File: config.mk
export PLATFORM = sky130hd
export DESIGN_NAME = uart1_rx
export DESIGN_NICKNAME = d
export VERILOG_FILES = /design/src/rtl/uart1_rx.sv
export SDC_FILE = /design/constraint.sdc
export NUM_CORES = 1
export LEC_CHECK = 0
export CAP_MARGIN = 15
export CORE_MARGIN = 2
export CORE_UTILIZATION = 54
export CTS_CLUSTER_SIZE = 8
export DETAILED_ROUTE_END_ITERATION = 8
export PLACE_DENSITY = 0.78
export SYNTH_ARGS = -nofsm -noshare
export SYNTH_HDL_FRONTEND = slang
export SYNTH_SLANG_ARGS = --single-unit
export TNS_END_PERCENT = 20
File: constraint.sdc
create_clock -name clk -period 2.01 [get_ports clk]
set_input_delay 0.603 -clock clk [delete_from_list [all_inputs] [get_ports clk]]
set_output_delay 0.603 -clock clk [all_outputs]
set_load 0.03 [all_outputs]
File: src/rtl/uart1_rx.sv
// UART1 serial receiver: 8 data bits LSB first, even parity, one stop bit, idle high.
// Each bit is sampled mid-period; the byte is delivered with a one-cycle valid pulse and status flags.
module uart1_rx #(
  parameter int CLKS_PER_BIT = 16
) (
  input  logic       clk,
  input  logic       rst,
  input  logic       rx,
  output logic [7:0] data_out,
  output logic       data_valid,
  output logic       parity_err,
  output logic       frame_err,
  output logic       busy,
  output logic [2:0] state_dbg
);

  localparam int C  = CLKS_PER_BIT;
  localparam int H  = CLKS_PER_BIT / 2;
  localparam int CW = (C > 1) ? $clog2(C) : 1;

  localparam logic [CW-1:0] CNT_HALF = CW'(H - 1);
  localparam logic [CW-1:0] CNT_FULL = CW'(C - 1);

  typedef enum logic [2:0] {
    IDLE   = 3'd0,
    START  = 3'd1,
    DATA   = 3'd2,
    PARITY = 3'd3,
    STOP   = 3'd4,
    BREAK  = 3'd5
  } state_t;

  state_t        state;
  logic [CW-1:0] cnt;
  logic [2:0]    bit_idx;
  logic [7:0]    shift_reg;
  logic          p_rx;
  logic          s1;
  logic          rx_s;

  // Two-flop synchronizer; both stages reset to the idle (high) level.
  always_ff @(posedge clk or negedge rst) begin
    if (!rst) begin
      s1   <= 1'b1;
      rx_s <= 1'b1;
    end else begin
      s1   <= rx;
      rx_s <= s1;
    end
  end

  always_ff @(posedge clk or negedge rst) begin
    if (!rst) begin
      state      <= IDLE;
      cnt        <= '0;
      bit_idx    <= 3'd0;
      shift_reg  <= 8'h00;
      p_rx       <= 1'b0;
      data_out   <= 8'h00;
      data_valid <= 1'b0;
      parity_err <= 1'b0;
      frame_err  <= 1'b0;
    end else begin
      data_valid <= 1'b0;
      case (state)
        IDLE: begin
          cnt     <= '0;
          bit_idx <= 3'd0;
          if (!rx_s) state <= START;
        end
        START: begin
          // Re-check the line at the middle of the start bit to reject glitches.
          if (cnt == CNT_HALF) begin
            cnt   <= '0;
            state <= rx_s ? IDLE : DATA;
          end else begin
            cnt <= cnt + 1'b1;
          end
        end
        DATA: begin
          if (cnt == CNT_FULL) begin
            cnt       <= '0;
            shift_reg <= {rx_s, shift_reg[7:1]};
            bit_idx   <= bit_idx + 3'd1;
            if (bit_idx == 3'd7) state <= PARITY;
          end else begin
            cnt <= cnt + 1'b1;
          end
        end
        PARITY: begin
          if (cnt == CNT_FULL) begin
            cnt   <= '0;
            p_rx  <= rx_s;
            state <= STOP;
          end else begin
            cnt <= cnt + 1'b1;
          end
        end
        STOP: begin
          if (cnt == CNT_FULL) begin
            cnt        <= '0;
            data_out   <= shift_reg;
            parity_err <= p_rx ^ (^shift_reg);
            frame_err  <= ~rx_s;
            data_valid <= 1'b1;
            state      <= rx_s ? IDLE : BREAK;
          end else begin
            cnt <= cnt + 1'b1;
          end
        end
        BREAK: begin
          // A low stop bit means a held-low line; wait for idle before hunting for a start.
          cnt <= '0;
          if (rx_s) state <= IDLE;
        end
        default: begin
          cnt   <= '0;
          state <= IDLE;
        end
      endcase
    end
  end

  assign busy      = (state != IDLE);
  assign state_dbg = state;

endmodule

==> results of run 1 <==
## routing by layer
layer / global-route usage / part of all wire / routed length (microns)
met5: 0 / 0 / 0
met4: 0.0732 / 0.015 / 33
met3: 0.0512 / 0.044 / 99
met2: 0.243 / 0.47 / 1070
met1: 0.214 / 0.47 / 1080
## final cells by class
cell class | instances | area, sq um
Clock buffer | 8 | 58.8
Fill cell | 183 | 796
Inverter | 6 | 22.5
Multi-Input combinational cell | 68 | 596
Sequential cell | 32 | 803
Tap cell | 30 | 37.5
Timing Repair Buffer | 19 | 186
## worst max-delay path by stage
stage | slack [ns] | depth (start not counted) | endpoint | from
global placement | 0.29 | 1 | state_dbg[1] | state_dbg[1]$_DFFE_PN0P_
floorplan | 0.33 | 2 | busy | state_dbg[0]$_DFFE_PN0P_
global route | 0.0005 | 1 | parity_err | parity_err$_DFFE_PN0P_
detailed placement | 0.27 | 1 | state_dbg[0] | state_dbg[0]$_DFFE_PN0P_
CTS | 0.02 | 1 | data_out[0] | data_out[0]$_DFFE_PN0P_
finish | 0.05 | 1 | data_out[2] | data_out[2]$_DFFE_PN0P_
## stage by stage
step	area [sq um]	hold WS, ns
after floorplan	1440	0.307
after global placement	1640	0.346
after detailed placement	1640	0.351
after CTS	1690	0.364
after global routing	1700	0.371
final	1700	0.361
## cells in the mapped netlist
library cell,instances
sky130_fd_sc_hd__xor2_1,4
sky130_fd_sc_hd__and3_1,3
sky130_fd_sc_hd__nand3_1,5
sky130_fd_sc_hd__xnor2_1,4
sky130_fd_sc_hd__nand3_2,1
sky130_fd_sc_hd__buf_6,2
sky130_fd_sc_hd__and3_4,1
sky130_fd_sc_hd__nor2_1,5
sky130_fd_sc_hd__o22ai_1,1
sky130_fd_sc_hd__mux2_4,9
sky130_fd_sc_hd__a2111oi_0,1
sky130_fd_sc_hd__a31o_2,1
sky130_fd_sc_hd__dfstp_2,2
sky130_fd_sc_hd__dfrtp_1,30
sky130_fd_sc_hd__xnor3_1,1
sky130_fd_sc_hd__inv_1,6
sky130_fd_sc_hd__mux2_2,8
sky130_fd_sc_hd__nand2_1,4
sky130_fd_sc_hd__a22o_1,1
sky130_fd_sc_hd__nor2b_2,1
sky130_fd_sc_hd__o21ai_0,9
sky130_fd_sc_hd__ha_1,3
sky130_fd_sc_hd__a21oi_1,2
sky130_fd_sc_hd__a21boi_0,1
sky130_fd_sc_hd__nand3b_1,1
sky130_fd_sc_hd__or2_1,1
sky130_fd_sc_hd__nand4_4,1
## power groups by stage
stage | registers (mW) | logic (mW) | clock network [mW]
final | 0.873 | 0.468 | 0.375
after global routing | 0.893 | 0.527 | 0.414
after CTS | 0.874 | 0.472 | 0.391
after detailed placement | 0.887 | 0.474 | 0
after global placement | 0.877 | 0.455 | 0
after floorplan | 0.870 | 0.386 | 0
## kinds of logic (layout without fill, tap and decap cells)
group,Yosys count,count (layout),synth area share
buffers and inverters,8,33,0.0312
and+or+nand+nor,23,23,0.0990
xor gates and xnor gates,9,9,0.0642
AOI/OAI and AO/OA,16,16,0.0660
adders and majority gates,3,3,0.0260
muxes,17,17,0.156
DFF,32,32,0.557
==> results.json, run 1 <==
{
  "run_status": "completed",
  "worstHoldPathCells": 0,
  "routabilityCongestion": 0.821,
  "drv_cap": 0,
  "worst-setup-path-type": "flip-flop to output port",
  "path_cells": "clkdlybuf4s50_1",
  "synth_fp_nets": 114,
  "clock-skew-final_ns": 0.0150,
  "cts.clk_slew.worst_paths_ns": 0.10,
  "largest_net_degree_at_the_start_of_global_routing": 33,
  "top_level_ports": 18,
  "ctsRootBufferMaster": "sky130_fd_sc_hd__clkbuf_4",
  "fmax_mhz": 510,
  "power.share.clock": 0.218,
  "yosys_warnings": 0,
  "startpoint_type": "flip-flop",
  "internal_power_mw": 1.20,
  "cts_setup_buffers": 0,
  "leading_cell_type_in_the_layout_fill_and_taps_excluded": "sky130_fd_sc_hd__dfrtp_1",
  "path_max_fanout": 2,
  "post_drt_wl_per_cell_microns": 14.0,
  "combPwrFrac": 0.273,
  "worst_hold_path_type": "flip-flop to flip-flop",
  "design.final.nets": 138,
  "grt_use_total": 0.162,
  "dieArea_sq_um": 3100,
  "regToRegStartpoint": "cnt[0]$_DFF_PN0_",
  "worst_case_setup_margin_in_the_final_layout_ns": 0.0507,
  "synth_area_leader_cell": "sky130_fd_sc_hd__dfrtp_1",
  "max_transition_margin": 0.758,
  "power-per-cell-area_nw_per_um2": 1010,
  "drt_first_iter_violations": 20,
  "final_min_period_over_clock_period": 0.975,
  "synthTopCellsByArea": "sky130_fd_sc_hd__dfrtp_1 (52%), sky130_fd_sc_hd__mux2_4 (9.4%), sky130_fd_sc_hd__mux2_2 (6.3%), sky130_fd_sc_hd__dfstp_2 (3.6%), sky130_fd_sc_hd__o21ai_0 (3.1%)",
  "share_seq_of_total_power": 0.509,
  "cts_tree": "built",
  "cells_on_worst_reg2reg_path": 4,
  "drive_above_1_share": 0.263,
  "cp_num_buf_inv": 1,
  "synth.top_cell.area_share": 0.521,
  "length_of_the_first_detailed_routing_pass_in_iterations": 4,
  "worst-slew-pin-transition_ns": 0.354,
  "dp_worst_setup_slack_ns": 0.273,
  "commonest_cells_after_routing_fill_and_taps_aside": "sky130_fd_sc_hd__dfrtp_1 (30), sky130_fd_sc_hd__clkdlybuf4s50_1 (10), sky130_fd_sc_hd__o21ai_0 (9), sky130_fd_sc_hd__mux2_4 (9), sky130_fd_sc_hd__mux2_2 (8)",
  "num_vias": 886,
  "worst_ep_arrival_time_ns": 1.36,
  "rr_endpoint": "shift_reg[7]$_DFFE_PN0P_",
  "fin_util": 0.682,
  "syn2layout_area_growth_pct": 18.2,
  "clock_path_buffers": 2,
  "slew_viol_final": 0,
  "place.port_buffers": 17,
  "mappedNetlistArea_sq_um": 1440,
  "hold_start": "s1$_DFF_PN1_",
  "drcViolationCount": 0,
  "post_cts_hold_buffer_count": 0,
  "cp_top_family": "buffers and inverters",
  "initial_utilization": 0.577,
  "drtAntennaViolNets": 0,
  "endpoint_kind": "output port",
  "synth-seq-area-share": 0.557,
  "post_cts.resized_instances": 4,
  "routed_wl_microns": 2280,
  "cp_slowest_stage_delay_ns": 0.67,
  "numClockSinks": 32,
  "net_load_switching_power_uw": 517,
  "synth_seq_cells": 32,
  "peakVddDrop_uv": 732,
  "netlist-cell-type-count": 27,
  "place.detailed.instances": 155,
  "place.detailed.hpwl_microns": 1620,
  "final.setup.tns_ns": 0,
  "num_rows": 18,
  "antennaDiodeCount": 0,
  "total_core_area_sq_um": 2500,
  "grt_pass1_vias": 864,
  "finalSetupViolations": 0,
  "grt_first_pass_wirelength_microns": 3840,
  "power.share.switching": 0.301,
  "cts_inserted_buffers": 5,
  "synthCells": 108,
  "design_power_total_mw": 1.72,
  "worst_reg2reg_setup_slack_ns": 0.34,
  "cts-htree-levels": 2,
  "die_width_microns": 55.7,
  "synth.avg_cell_area_sq_um": 13.3,
  "routed_via_density": 5.44,
  "global_route.overflow_total": 0,
  "stdcell_count": 163,
  "highest_delay_cell_along_the_critical_path": "sky130_fd_sc_hd__clkdlybuf4s50_1",
  "period_minus_slack_ns": 1.96,
  "min_delay_endpoint": "rx_s$_DFF_PN1_",
  "p_leak_nw": 0.903,
  "clock_latency_ns": 0.33,
  "worst_ep_required_ns": 1.41,
  "die_y_microns": 55.7,
  "setup_repair_after_global_routing_missed_its_margin": "false",
  "grt_antenna_before_repair": 0,
  "hold_viol_final": 0
}
Power figures use the tool's default switching activity.
==> inputs of run 2 (changes only) <==
--- a/config.mk
+++ b/config.mk
@@ -11,6 +11,7 @@
 export CTS_CLUSTER_SIZE = 8
 export DETAILED_ROUTE_END_ITERATION = 8
 export PLACE_DENSITY = 0.78
+export SLEW_MARGIN = 15
 export SYNTH_ARGS = -nofsm -noshare
 export SYNTH_HDL_FRONTEND = slang
 export SYNTH_SLANG_ARGS = --single-unit
==> results of run 2 <==
The final DEF is identical to that of run 1; final timing and power are the same.
